### config.mk
export PLATFORM = sky130hd
export DESIGN_NAME = param_icache
export DESIGN_NICKNAME = d
export VERILOG_FILES = /design/src/rtl/param_icache_pkg.sv /design/src/rtl/param_icache_lines.sv /design/src/rtl/param_icache.sv
export SDC_FILE = /design/constraint.sdc
export NUM_CORES = 1
export LEC_CHECK = 0
export ABC_CLOCK_PERIOD_IN_PS = 15250
export CORE_ASPECT_RATIO = 0.6
export CORE_MARGIN = 4
export CORE_UTILIZATION = 54
export DETAILED_ROUTE_END_ITERATION = 16
export GPL_ROUTABILITY_DRIVEN = 1
export GPL_TIMING_DRIVEN = 0
export PLACE_DENSITY = 0.73
export SYNTH_ARGS = -nofsm -noshare
export SYNTH_HDL_FRONTEND = slang
export SYNTH_HIERARCHICAL = 1
export SYNTH_SLANG_ARGS = --single-unit
### constraint.sdc
create_clock -name CLK -period 15.25 [get_ports CLK]
set_input_delay 2.2875 -clock CLK [delete_from_list [all_inputs] [get_ports CLK]]
set_output_delay 2.2875 -clock CLK [all_outputs]
set_load 0.02 [all_outputs]
### src/rtl/param_icache_pkg.sv
`default_nettype none
// +--------------------------------------------------------------------------+
// | param_icache_pkg                                                         |
// | Shared state encoding and address-field width helpers for param_icache.  |
// | Revision: 1.0                                                            |
// +--------------------------------------------------------------------------+
package param_icache_pkg;

    typedef enum logic [1:0] {
        IDLE     = 2'd0,
        MEM_READ = 2'd1,
        UPDATE   = 2'd2
    } state_t;

    function automatic int off_w(input int block_words);
        return $clog2(block_words) + 2;
    endfunction

    function automatic int idx_w(input int num_sets);
        return $clog2(num_sets);
    endfunction

    function automatic int tag_w(input int addr_w, input int num_sets, input int block_words);
        return addr_w - off_w(block_words) - idx_w(num_sets);
    endfunction

endpackage
`default_nettype wire

### src/rtl/param_icache_lines.sv
`default_nettype none
// +--------------------------------------------------------------------------+
// | param_icache_lines                                                       |
// | Valid/tag/data storage with async read, one block write and flush-all.   |
// | Revision: 1.0                                                            |
// +--------------------------------------------------------------------------+
module param_icache_lines #(
    parameter int NUM_SETS = 8,
    parameter int IDX_W    = 3,
    parameter int TAG_W    = 3,
    parameter int LINE_W   = 128
) (
    input  logic              clk,
    input  logic              rst,
    input  logic              i_flush,
    input  logic [IDX_W-1:0]  i_rd_idx,
    output logic              o_rd_valid,
    output logic [TAG_W-1:0]  o_rd_tag,
    output logic [LINE_W-1:0] o_rd_data,
    input  logic              i_wr_en,
    input  logic [IDX_W-1:0]  i_wr_idx,
    input  logic [TAG_W-1:0]  i_wr_tag,
    input  logic [LINE_W-1:0] i_wr_data
);

    logic              r_valid [NUM_SETS];
    logic [TAG_W-1:0]  r_tag   [NUM_SETS];
    logic [LINE_W-1:0] r_data  [NUM_SETS];

    for (genvar s = 0; s < NUM_SETS; s++) begin : g_line
        logic w_sel;
        assign w_sel = i_wr_en && (i_wr_idx == IDX_W'(s));

        // A fill landing on the flush edge keeps its own line valid.
        always_ff @(posedge clk) begin
            if (rst) begin
                r_valid[s] <= 1'b0;
            end else if (w_sel) begin
                r_valid[s] <= 1'b1;
            end else if (i_flush) begin
                r_valid[s] <= 1'b0;
            end
        end

        always_ff @(posedge clk) begin
            if (w_sel) begin
                r_tag[s]  <= i_wr_tag;
                r_data[s] <= i_wr_data;
            end
        end
    end

    assign o_rd_valid = r_valid[i_rd_idx];
    assign o_rd_tag   = r_tag[i_rd_idx];
    assign o_rd_data  = r_data[i_rd_idx];

endmodule
`default_nettype wire

### src/rtl/param_icache.sv
`default_nettype none
// +--------------------------------------------------------------------------+
// | param_icache                                                             |
// | Direct-mapped read-only instruction cache with block refill FSM.         |
// | Revision: 1.0                                                            |
// +--------------------------------------------------------------------------+
module param_icache
    import param_icache_pkg::*;
#(
    parameter int ADDR_W      = 10,
    parameter int NUM_SETS    = 8,
    parameter int BLOCK_WORDS = 4
) (
    input  logic                                  CLK,
    input  logic                                  RESET,
    input  logic [31:0]                           PC,
    output logic [31:0]                           INSTRUCTION,
    output logic                                  BUSYWAIT,
    input  logic                                  FLUSH,
    output logic                                  mem_read,
    output logic [ADDR_W-off_w(BLOCK_WORDS)-1:0]  mem_address,
    input  logic [32*BLOCK_WORDS-1:0]             mem_readdata,
    input  logic                                  mem_busywait
);

    localparam int OFF_W = off_w(BLOCK_WORDS);
    localparam int IDX_W = idx_w(NUM_SETS);
    localparam int TAG_W = tag_w(ADDR_W, NUM_SETS, BLOCK_WORDS);
    localparam int BLK_W = ADDR_W - OFF_W;
    localparam int SEL_W = (BLOCK_WORDS > 1) ? $clog2(BLOCK_WORDS) : 1;
    localparam int LINE_W = 32 * BLOCK_WORDS;

    state_t             r_state;
    logic               r_mem_read;
    logic [BLK_W-1:0]   r_blk_addr;

    logic [BLK_W-1:0]   w_blk_addr;
    logic [IDX_W-1:0]   w_idx;
    logic [TAG_W-1:0]   w_tag;
    logic [SEL_W-1:0]   w_word;
    logic               w_rd_valid;
    logic [TAG_W-1:0]   w_rd_tag;
    logic [LINE_W-1:0]  w_rd_data;
    logic               w_hit;
    logic               w_install;
    logic               w_unused;

    assign w_blk_addr = PC[ADDR_W-1:OFF_W];
    assign w_idx      = w_blk_addr[IDX_W-1:0];
    assign w_tag      = w_blk_addr[BLK_W-1:IDX_W];
    assign w_unused   = ^{PC[31:ADDR_W], PC[1:0]};

    if (BLOCK_WORDS > 1) begin : g_word_sel
        assign w_word = PC[OFF_W-1:2];
    end else begin : g_word_single
        assign w_word = '0;
    end

    assign w_hit = w_rd_valid && (w_rd_tag == w_tag);

    // Capture uses the latched block address, never the live PC.
    assign w_install = !RESET && (r_state == MEM_READ) && !mem_busywait;

    param_icache_lines #(
        .NUM_SETS (NUM_SETS),
        .IDX_W    (IDX_W),
        .TAG_W    (TAG_W),
        .LINE_W   (LINE_W)
    ) u_lines (
        .clk        (CLK),
        .rst        (RESET),
        .i_flush    (FLUSH),
        .i_rd_idx   (w_idx),
        .o_rd_valid (w_rd_valid),
        .o_rd_tag   (w_rd_tag),
        .o_rd_data  (w_rd_data),
        .i_wr_en    (w_install),
        .i_wr_idx   (r_blk_addr[IDX_W-1:0]),
        .i_wr_tag   (r_blk_addr[BLK_W-1:IDX_W]),
        .i_wr_data  (mem_readdata)
    );

    always_ff @(posedge CLK) begin
        if (RESET) begin
            r_state    <= IDLE;
            r_mem_read <= 1'b0;
            r_blk_addr <= '0;
        end else begin
            case (r_state)
                IDLE: begin
                    if (!w_hit) begin
                        r_state    <= MEM_READ;
                        r_mem_read <= 1'b1;
                        r_blk_addr <= w_blk_addr;
                    end
                end
                MEM_READ: begin
                    if (!mem_busywait) begin
                        r_state    <= UPDATE;
                        r_mem_read <= 1'b0;
                    end
                end
                UPDATE: begin
                    r_state <= IDLE;
                end
                default: begin
                    r_state    <= IDLE;
                    r_mem_read <= 1'b0;
                end
            endcase
        end
    end

    assign mem_read    = r_mem_read;
    assign mem_address = r_blk_addr;

    always_comb begin
        BUSYWAIT    = 1'b0;
        INSTRUCTION = 32'h0;
        if (!RESET) begin
            if ((r_state == IDLE) && w_hit) begin
                INSTRUCTION = w_rd_data[32*int'(w_word) +: 32];
            end else begin
                BUSYWAIT = 1'b1;
            end
        end
    end

endmodule
`default_nettype wire

==> Word-level counts from Yosys, hierarchy flattened <==
Memory sizes are Yosys's and may differ from the RTL's.
Index checks and enable logic that the tools add are counted.
{ "totals": {"memories": 3, "inputBits": 164, "rom_bits": 0, "register_bits": 9, "latchBits": 0, "output_inout_bits": 40, "wordCells": 197, "ram_bits": 1056} }
{ "memory_table": {"columns": ["memory", "words", "width", "read_ports", "rd_ports_with_merged_regs", "wr", "line", "source"], "rows": [
  ["u_lines.r_data", 8, 128, 1, 0, 1, "param_icache_lines.sv:28", "logic [LINE_W-1:0] r_data [NUM_SETS];"],
  ["u_lines.r_tag", 8, 3, 1, 0, 1, "param_icache_lines.sv:27", "logic [TAG_W-1:0] r_tag [NUM_SETS];"],
  ["u_lines.r_valid", 8, 1, 1, 0, 8, "param_icache_lines.sv:26", "logic r_valid [NUM_SETS];"]
]} }
{ "op_classes": {"addsub": 0, "n_lt_le_gt_ge": 0, "mux": 127, "div_mod_pow": 0, "n_mul": 0, "n_shift": 1, "reduce_logical": 33, "bitwise": 18, "eq_ne": 12} }
{ "op_table": {"columns": ["operator", "count"], "rows": [
  ["$mux W128", 7],
  ["$reduce_or A128 Y1", 7],
  ["$shiftx A128 B8 Y32", 1],
  ["$mux W1", 93],
  ["$mux W32", 2],
  ["$mux W3", 21],
  ["$reduce_or A3 Y1", 7],
  ["$or A1 B1 Y1", 16],
  ["$eq A3 B3 Y1 const B", 4],
  ["$logic_and A1 B1 Y1", 12],
  ["$eq A3 B2 Y1 const B", 2],
  ["$mux W2", 2],
  ["$ne A2 B2 Y1 const B", 2],
  ["$pmux W2 S2", 1],
  ["$reduce_and A2 Y1", 2],
  ["$eq A3 B1 Y1 const B", 1],
  ["$eq A3 B3 Y1", 1],
  ["$logic_not A3 Y1", 1],
  ["$pmux W1 S3", 1],
  ["$reduce_and A3 Y1", 1],
  ["$eq A2 B1 Y1 const B", 1],
  ["$eq A2 B2 Y1 const B", 1],
  ["$logic_not A1 Y1", 2],
  ["$logic_not A2 Y1", 1],
  ["$not A1 Y1", 2]
]} }

==> Depth between registers and ports, before layout <==
Gate-level depths: netlist of run 1.
{ "depth": {"depth_word": 14, "mapped_depth": 9, "ltp_nobuf": 5} }

==> Cells and area by module <==
The synthesis of run 1 kept the hierarchy.
{ "by_module_without_submodules": {"columns": ["module", "seq_area_each_um2", "cells_per_inst", "area_per_inst_um2", "instances"], "rows": [
  ["param_icache_lines", 31710.4, 1562, 40407.5, 1],
  ["param_icache", 180.2, 129, 2110.8, 1]
]} }

==> Worst setup path after synthesis of run 1 <==
OpenSTA, ideal clock, no wires.
{ "synth_path": {"kind": "input -> register", "startpoint": "input port RESET", "endpoint": "memory u_lines.r_data[4][0] (enable)", "n_path_buf": 2, "setup_time_ns": 0.781, "arrival_time_ns": 12.210, "slack_ns": 2.258, "required_ns": 14.469, "path_stages": 6, "cell_sequence": "or2_1 > buf_6 > buf_2 > nor2_1 > nand2_1 > nor3_1"} }
{ "synth_between": {"word_cells_on_any_way": 48, "classes_between": "mux (30); reduce/logical (18)"} }
{ "synth_lines": {"columns": ["item", "line", "source"], "rows": [
  ["from (decl)", "param_icache.sv:15", "input logic RESET,"],
  ["$logic_not A1 Y1 (*)", null, null],
  ["$logic_and A1 B1 Y1 (*) (2 in a row)", "param_icache.sv:62", "assign w_install = !RESET && (r_state == MEM_READ) && !mem_busywait;"],
  ["named net w_install", "param_icache.sv:45", "logic w_install;"],
  ["$logic_and A1 B1 Y1 (*)", "param_icache_lines.sv:32", "assign w_sel = i_wr_en && (i_wr_idx == IDX_W'(s));"],
  ["named net u_lines.g_line[4].w_sel", "param_icache_lines.sv:31", "logic w_sel;"],
  ["$mux W1 (*)", "param_icache_lines.sv:46", "if (w_sel) begin"],
  ["$mux W1 (implied by the code) (*)", "param_icache_lines.sv:48", "r_data[s] <= i_wr_data;"],
  ["$reduce_or A128 Y1 (no line)", null, null],
  ["$mux W3 (no line) or $mux W1 (tied branches) (4 in a row)", null, null],
  ["to (decl)", "param_icache_lines.sv:28", null]
]} }
The timed path passes the listed nets; every way through them passes the cells marked *.

==> Worst setup path in the final report of run 1 <==
{ "layout_path": {"startpoint": "input port PC[6]", "endpoint": "output port INSTRUCTION[24]"} }
{ "layout_between": {"elab_chain_cells": 6, "word_cells_on_any_way": 9, "classes_between": "eq/ne (1); shift (1); mux (2); reduce/logical (2); memory (3)"} }
{ "layout_rtl": {"columns": ["item", "line", "source"], "rows": [
  ["from (decl)", "param_icache.sv:16", "input logic [31:0] PC,"],
  ["$mem_v2 Z8 W3", null, null],
  ["named net w_rd_tag[1]", "param_icache.sv:42", "logic [TAG_W-1:0] w_rd_tag;"],
  ["$eq A3 B3 Y1", "param_icache.sv:59", "assign w_hit = w_rd_valid && (w_rd_tag == w_tag);"],
  ["$logic_and A1 B1 Y1", "param_icache.sv:59", null],
  ["$logic_and A1 B1 Y1", "param_icache.sv:121", "if ((r_state == IDLE) && w_hit) begin"],
  ["$mux W32", "param_icache.sv:121", null],
  ["$mux W32", "param_icache.sv:120", "if (!RESET) begin"],
  ["to (decl)", "param_icache.sv:17", "output logic [31:0] INSTRUCTION,"]
]} }
The timed path passes the listed nets, and every way through them passes these cells.

==> key figures, run 1 <==
Critical path
  • CP startpoint: PC[6]
  • Crit-path leading delay family: buffers and inverters
  • CP startpoint kind: input pin
  • Flop2flop setup slack: 11.28 ns
  • Critical Setup Path Class: input pin to output port
  • Crit-path most repeated cell: clkdlybuf4s50_1
  • CP Max Fanout: 10
  • Cell breakdown of the critical path: clkdlybuf4s50_1 -> buf_2 -> buf_1 -> mux4_1 -> mux2_2 -> xnor2_2 -> nand4_4 -> buf_6 -> nor4b_4 -> clkdlybuf4s50_1
  • Worst r2r src: r_state[1]
  • CP bufs+invs: 5
  • Worst Setup End Kind: output port
  • Slowest stage delay, CP: 0.80 ns
  • Crit path max-delay cell type: buf_1
  • Worst EP arrival: 6.92 ns
  • WP data required: 12.96 ns

Clocking
  • H-tree depth: 3
  • Clock root buffer master: clkbuf_16
  • Clk slew on worst S/H paths: 0.07 ns
  • CTS Buf Count: 94
  • Clock tree sinks: 1,065
  • CTS tree: done
  • Cts repair resizes: 0
  • Worst skew pair latency: 0.64 ns
  • CTS Buffer Depth: 3
  • Post-CTS Setup Bufs: 0
  • CTS Hold Bufs: 0

Placement
  • Routability congestion estimate: 0.749
  • Placed instance area: 46,200 um^2
  • DP Cell Count: 2,962
  • Port Buffers: 178
  • Dpl hpwl: 57,600 um

Cells and area
  • Most frequent cells in the layout: edfxtp_1 (1,056), clkdlybuf4s50_1 (178), mux4_2 (165)
  • Net count, final: 2,169
  • Share of cells above drive strength 1: 26.8%
  • Post-route cell area: 49,100 um^2
  • Multi-input logic area: 9850 um^2
  • Fillers: 5,026
  • Final Non-Filler Cells: 3,134
  • P&R area growth vs syn: 15.5%
  • Sequential Area: 31,900 um^2
  • Most common cell after layout, fill and taps aside: edfxtp_1

Synthesis
  • FF+latch count, synth: 1,065
  • Post-synth top area share: 74.6%
  • Synth unique cells: 36
  • Syn nets: 1,855
  • Seq/Total Area, Yosys: 75.0%
  • Warnings from Yosys: 6
  • Cell Area, Synth: 42,500 um^2
  • Avg Inst Size Synth: 25.1 um^2
  • Leading area contributor after synthesis: edfxtp_1
  • Synth top area cells: edfxtp_1 (75%), mux4_2 (8.7%), mux4_1 (8.1%), mux2_2 (3.5%), nor4b_4 (1.7%)
  • Cell count after synthesis: 1,691

Power
  • Max VDD drop: 88.9 uV
  • Leakage: 15.7 nW
  • Design Power: 5.86 mW
  • Pwr dens: 119 nW/um^2

Global route
  • Remaining Overflow, GRT: 0
  • Largest net degree at the start of global routing: 78
  • Total track usage: 23.0%
  • Initial antenna violation count: 23
  • Vias in the first global route: 19.4k
  • First-pass GRT wire length: 136,000 um

Route
  • Highest Signal Layer: met5
  • Vias: 19.3k
  • Met1 wire length: 40,100 um
  • Pre-antenna DRT Iters: 5
  • Antenna viol nets, final: 0
  • Starting DRC count in detailed routing: 2,283
  • Metal2 WL: 44,700 um
  • # DRC: 0
  • Met3 Routed Length: 8180 um
  • Drt via density: 6.16
  • Avg WL per Cell: 30.3 um
  • Post-Route WL: 94,900 um

STA
  • Final TNS setup: 0 ns
  • Hold Fails Final Rpt: 0
  • Period utilization: 60.4%
  • Final setup fails: 0
  • Worst Tran Pin Value: 1.08 ns
  • Max-slew violations: 0
  • Fmax: 0.109 GHz
  • Max_slew headroom: 28.0%
  • RSZ-0062 raised after global routing: no
  • Tmin final: 9.21 ns
  • Worst Clk Skew: 0.0139 ns

Floorplanning
  • Cell row count: 79
  • Core box area: 77,800 um^2
  • Die Wd: 370 um
  • # IOs: 204
  • DIE HEIGHT: 225 um
  • Starting density of the core: 54.7%
  • Die Area: 83,400 um^2

Min path
  • Hold WC Path Type: register to register
  • Worst hold start: mem_address[1]

Run
  • Max capacitance violation total: 0

Run status
  • Status: complete, no violations
layout make-up:
class	count	area share, %
Clock inverter	39	0.525
Tap cell	1053	2.68
Buffer	96	1.54
Antenna cell	6	0.0306
Clock buffer	127	5.30
Timing Repair Buffer	218	4.77
Multi-Input combinational cell	522	20.1
Sequential cell	1065	64.9
Inverter	8	0.153
final timing paths:
check                                        endpoint  cells past startpoint
worst max-delay path                  INSTRUCTION[24]                     10
worst min register to register         mem_address[1]                      2
worst min-delay path                   mem_address[1]                      2
worst max register to register  u_lines/r_data[4][79]                     13
synthesized netlist by cell type (all sizes together):
master,instances
or2b,3
nand2b,13
a21oi,1
and4,1
a31oi,1
o21ba,1
nand4,2
inv,8
nand4bb,2
clkbuf,30
buf,66
edfxtp,1056
mux2,132
nand4b,3
nor3,2
a41oi,1
o31ai,2
dfxtp,9
xnor2,3
nand2,7
a21boi,1
nor4,2
or2,2
mux2i,6
nor4b,32
mux4,296
nor2,9
flip-flops by register name, indices dropped and copies added (netlist names):
| signal | cells |
|---|---|
| u_lines/r_data | 1024 |
| u_lines/r_tag | 24 |
| u_lines/r_valid | 8 |
| mem_address | 6 |
| r_state | 2 |
| mem_read | 1 |
where the power goes:
| part | leakage [nW] | internal (mW) | switching, mW | total, mW |
|---|---|---|---|---|
| Sequential | 9.60 | 3.24 | 0.00803 | 3.25 |
| Combinational | 4.74 | 0.178 | 0.191 | 0.369 |
| Clock | 1.40 | 1.24 | 0.996 | 2.24 |
| Total | 15.7 | 4.66 | 1.20 | 5.86 |
stage by stage:
| step | setup slack [ns] | util, % | hold WS, ns |
|---|---|---|---|
| finish | 6.04 | 63.1 | 0.562 |
| global route | 5.93 | 63.1 | 0.577 |
| CTS | 6.08 | 63.1 | 0.554 |
| detailed placement | 6.10 | 59.4 | 0.532 |
| global placement | -7.81 | 58.6 | 0.507 |
| floorplan | 2.26 | - | 0.575 |
cells by family (layout without fill, tap and decap cells):
| kind of cell | count (synthesis) | in the layout | share of synthesized area [%] |
|---|---|---|---|
| AOI/OAI and AO/OA | 7 | 7 | 0.168 |
| DFF | 1065 | 1065 | 75.0 |
| muxes | 434 | 434 | 20.5 |
| buffers and inverters | 104 | 488 | 1.85 |
| xor gates and xnor gates | 3 | 3 | 0.115 |
| and+or+nand+nor | 78 | 78 | 2.39 |
| other | 0 | 6 | 0 |
worst min-delay path, stage by stage (launching register included):
cell and delay (ns):
dfxtp_1 0.35, nand2b_1 0.10, mux2i_1 0.07
metal layers:
metal,GRT usage [%],vias to the layer above
met5,0,-
met4,5.04,20
met3,5.76,137
met2,35.7,807
met1,33.7,10282
li1,-,8068
No activity file was read; power rests on OpenSTA's default activity.
==> run 2: changes to the inputs <==
ABC_CLOCK_PERIOD_IN_PS = 9500   (was 15250)
clock period = 9.5 ns   (was 15.25 ns; I/O delays follow)
==> run 2 against run 1 <==
Against the previous run:
- combinational power grew 61%
- utilization up 0.15 points
- power rose by 62%
==> key figures, run 2 (synthesis results as in run 1) <==
Run status
  • Status: complete, no violations (unchanged)

STA
  • WHS: 0.527 ns (was 0.562 ns)
  • RSZ-0062 raised after global routing: no (unchanged)
  • Final setup fails: 0 (unchanged)
  • Max-slew violations: 0 (unchanged)
  • Hold Fails Final Rpt: 0 (unchanged)
  • Worst Clk Skew: 0.0153 ns (was 0.0139 ns)
  • Period utilization: 77.8%
  • Tmin final: 7.39 ns
  • Fmax: 0.135 GHz
  • Worst Tran Pin Value: 1.16 ns (was 1.08 ns)
  • Max_slew headroom: 22.5% (was 28.0%)

Cells and area
  • Share of cells above drive strength 1: 26.5% (was 26.8%)
  • P&R area growth vs syn: 15.8% (was 15.5%)
  • Max reg flops: 1,024 (unchanged)
  • Most frequent cells in the layout: edfxtp_1 (1,056), clkdlybuf4s50_1 (178), mux4_2 (165) (unchanged)
  • Largest Register: u_lines/r_data (unchanged)
  • Fillers: 4,984 (was 5,026)
  • Final Non-Filler Cells: 3,126 (was 3,134)
  • Most common cell after layout, fill and taps aside: edfxtp_1 (unchanged)
  • Largest regs: u_lines/r_data x1024, u_lines/r_tag x24, u_lines/r_valid x8 (unchanged)
  • Net count, final: 2,155 (was 2,169)

Critical path
  • WP data required: 8.08 ns (was 12.96 ns)
  • Worst Setup End Kind: output port (unchanged)
  • CP startpoint kind: input pin (unchanged)
  • Worst r2r src: r_state[1] (unchanged)
  • Flop2flop setup slack: 5.88 ns (was 11.28 ns)
  • CP Max Fanout: 10 (unchanged)
  • FF-to-FF path depth: 10 (was 13)
  • RR Endpoint: u_lines/r_data[4][85] (was u_lines/r_data[4][79])
  • Worst EP arrival: 5.96 ns (was 6.92 ns)
  • Critical Setup Path Class: input pin to output port (unchanged)

Floorplanning
  • Cell row count: 79 (unchanged)
  • # IOs: 204 (unchanged)
  • Die Area: 83,400 um^2 (unchanged)
  • Starting density of the core: 54.7% (unchanged)
  • Die Wd: 370 um (unchanged)
  • DIE HEIGHT: 225 um (unchanged)
  • Core box area: 77,800 um^2 (unchanged)

Min path
  • Worst hold start: mem_address[0] (was mem_address[1])
  • WHS Path Cells: 2 (unchanged)
  • Hold WC Path Type: register to register (unchanged)
  • Min-Delay Endpoint: mem_address[0] (was mem_address[1])

Global route
  • First-pass GRT wire length: 137,000 um (was 136,000 um)
  • Initial antenna violation count: 20 (was 23)
  • Remaining Overflow, GRT: 0 (unchanged)
  • Total track usage: 23.0% (about the same)
  • Vias in the first global route: 19.3k (was 19.4k)
  • Largest net degree at the start of global routing: 87 (was 78)

Power
  • Max VDD drop: 125 uV (was 88.9 uV)
  • Pwr dens: 192 nW/um^2 (was 119 nW/um^2)
  • Leakage: 15.7 nW (about the same)

Run
  • Max capacitance violation total: 0 (unchanged)

Route
  • Drt via density: 6.16 (about the same)
  • Avg WL per Cell: 30.3 um (about the same)
  • Pre-antenna DRT Iters: 5 (unchanged)
  • Vias: 19.3k (about the same)
  • Starting DRC count in detailed routing: 1,874 (was 2,283)
  • Post-Route WL: 94,800 um (was 94,900 um)
  • # DRC: 0 (unchanged)
  • Antenna viol nets, final: 0 (unchanged)

Placement
  • Port Buffers: 178 (unchanged)
  • Routability congestion estimate: 0.749 (about the same)
  • Dpl hpwl: 57,100 um (was 57,600 um)
  • DP Cell Count: 2,948 (was 2,962)

Clocking
  • Cts repair resizes: 0 (unchanged)
  • Post-CTS Setup Bufs: 0 (unchanged)
  • Clock tree sinks: 1,065 (unchanged)
  • Clk slew on worst S/H paths: 0.07 ns (about the same)
  • H-tree depth: 3 (unchanged)
  • CTS Buf Count: 94 (unchanged)
  • CTS Hold Bufs: 0 (unchanged)
  • Clock root buffer master: clkbuf_16 (unchanged)
  • CTS Buffer Depth: 3 (unchanged)
  • Worst skew pair latency: 0.65 ns (was 0.64 ns)
  • CTS tree: done (unchanged)
==> run 2: cell count changes in the layout (fill, tap and decap cells not counted), moves of 3 or more <==
cell / change
inv_6: +4
buf_16: +10
bufinv_16: +3
buf_6: -27
buf_8: +5
clkinv_1: +3
clkbuf_8: -3
==> run 2: layer usage <==
| layer | vias to the layer above | GRT usage [%] | part of all wire (%) |
|---|---|---|---|
| met5 | - | 0 | 0.15 |
| met3 | 132 | 5.90 | 8.8 |
| met2 | 833 | 35.2 | 47 |
| met1 | 10225 | 34.3 | 42 |
| li1 | 8050 | - | - |
| met4 | 22 | 4.86 | 1.5 |
==> run 2: worst max-delay path, cell delays in order <==
cell and delay, ns:
clkdlybuf4s50_1 0.58, buf_2 0.42, buf_1 0.74, mux4_1 0.42, mux2_2 0.34, xnor2_2 0.29
nand4_4 0.35, buf_6 0.30, nor4b_4 0.38, clkdlybuf4s50_1 0.68
==> run 2: stage by stage <==
step                area, um^2  utilization [%]  power [mW]  setup slack [ns]  setup TNS (ns)
floorplan                42500                -        5.66              1.37               0
global placement         45600             58.7        5.90             -4.77        -1220.11
detailed placement       46300             59.5        5.92              2.20               0
CTS                      49200             63.3        9.53              2.16               0
global route             49200             63.3        9.78              2.07               0
finish                   49200             63.3        9.46              2.11               0
==> run 2: where the power goes <==
part / total (mW) / switching [mW] / internal [mW]
logic: 0.595 / 0.308 / 0.287
registers: 5.22 / 0.0128 / 5.21
clock network: 3.65 / 1.61 / 2.04
==> run 2: final cells by class <==
class	instances	area (um^2)	area share, %
diodes	6	15.0	0.0305
plain buffers	96	757	1.54
clock buffers	122	2530	5.14
clock inverters	50	403	0.818
inverters	8	75.1	0.153
multi-input cells	522	9860	20.0
flip-flops and latches	1065	31900	64.8
well taps	1053	1320	2.68
repair buffers	204	2370	4.82
==> run 2: how the worst max path moves through the flow <==
| stage | startpoint | end | slack (ns) | depth (start not counted) |
|---|---|---|---|---|
| finish | PC[6] | INSTRUCTION[23] | 2.11 | 10 |
| global route | PC[6] | INSTRUCTION[23] | 2.07 | 10 |
| CTS | PC[6] | INSTRUCTION[22] | 2.16 | 10 |
| detailed placement | PC[6] | INSTRUCTION[22] | 2.20 | 10 |
| global placement | RESET | u_lines/r_data[4][81] | -4.77 | 7 |
| floorplan | RESET | u_lines/r_data[4][0] | 1.37 | 6 |
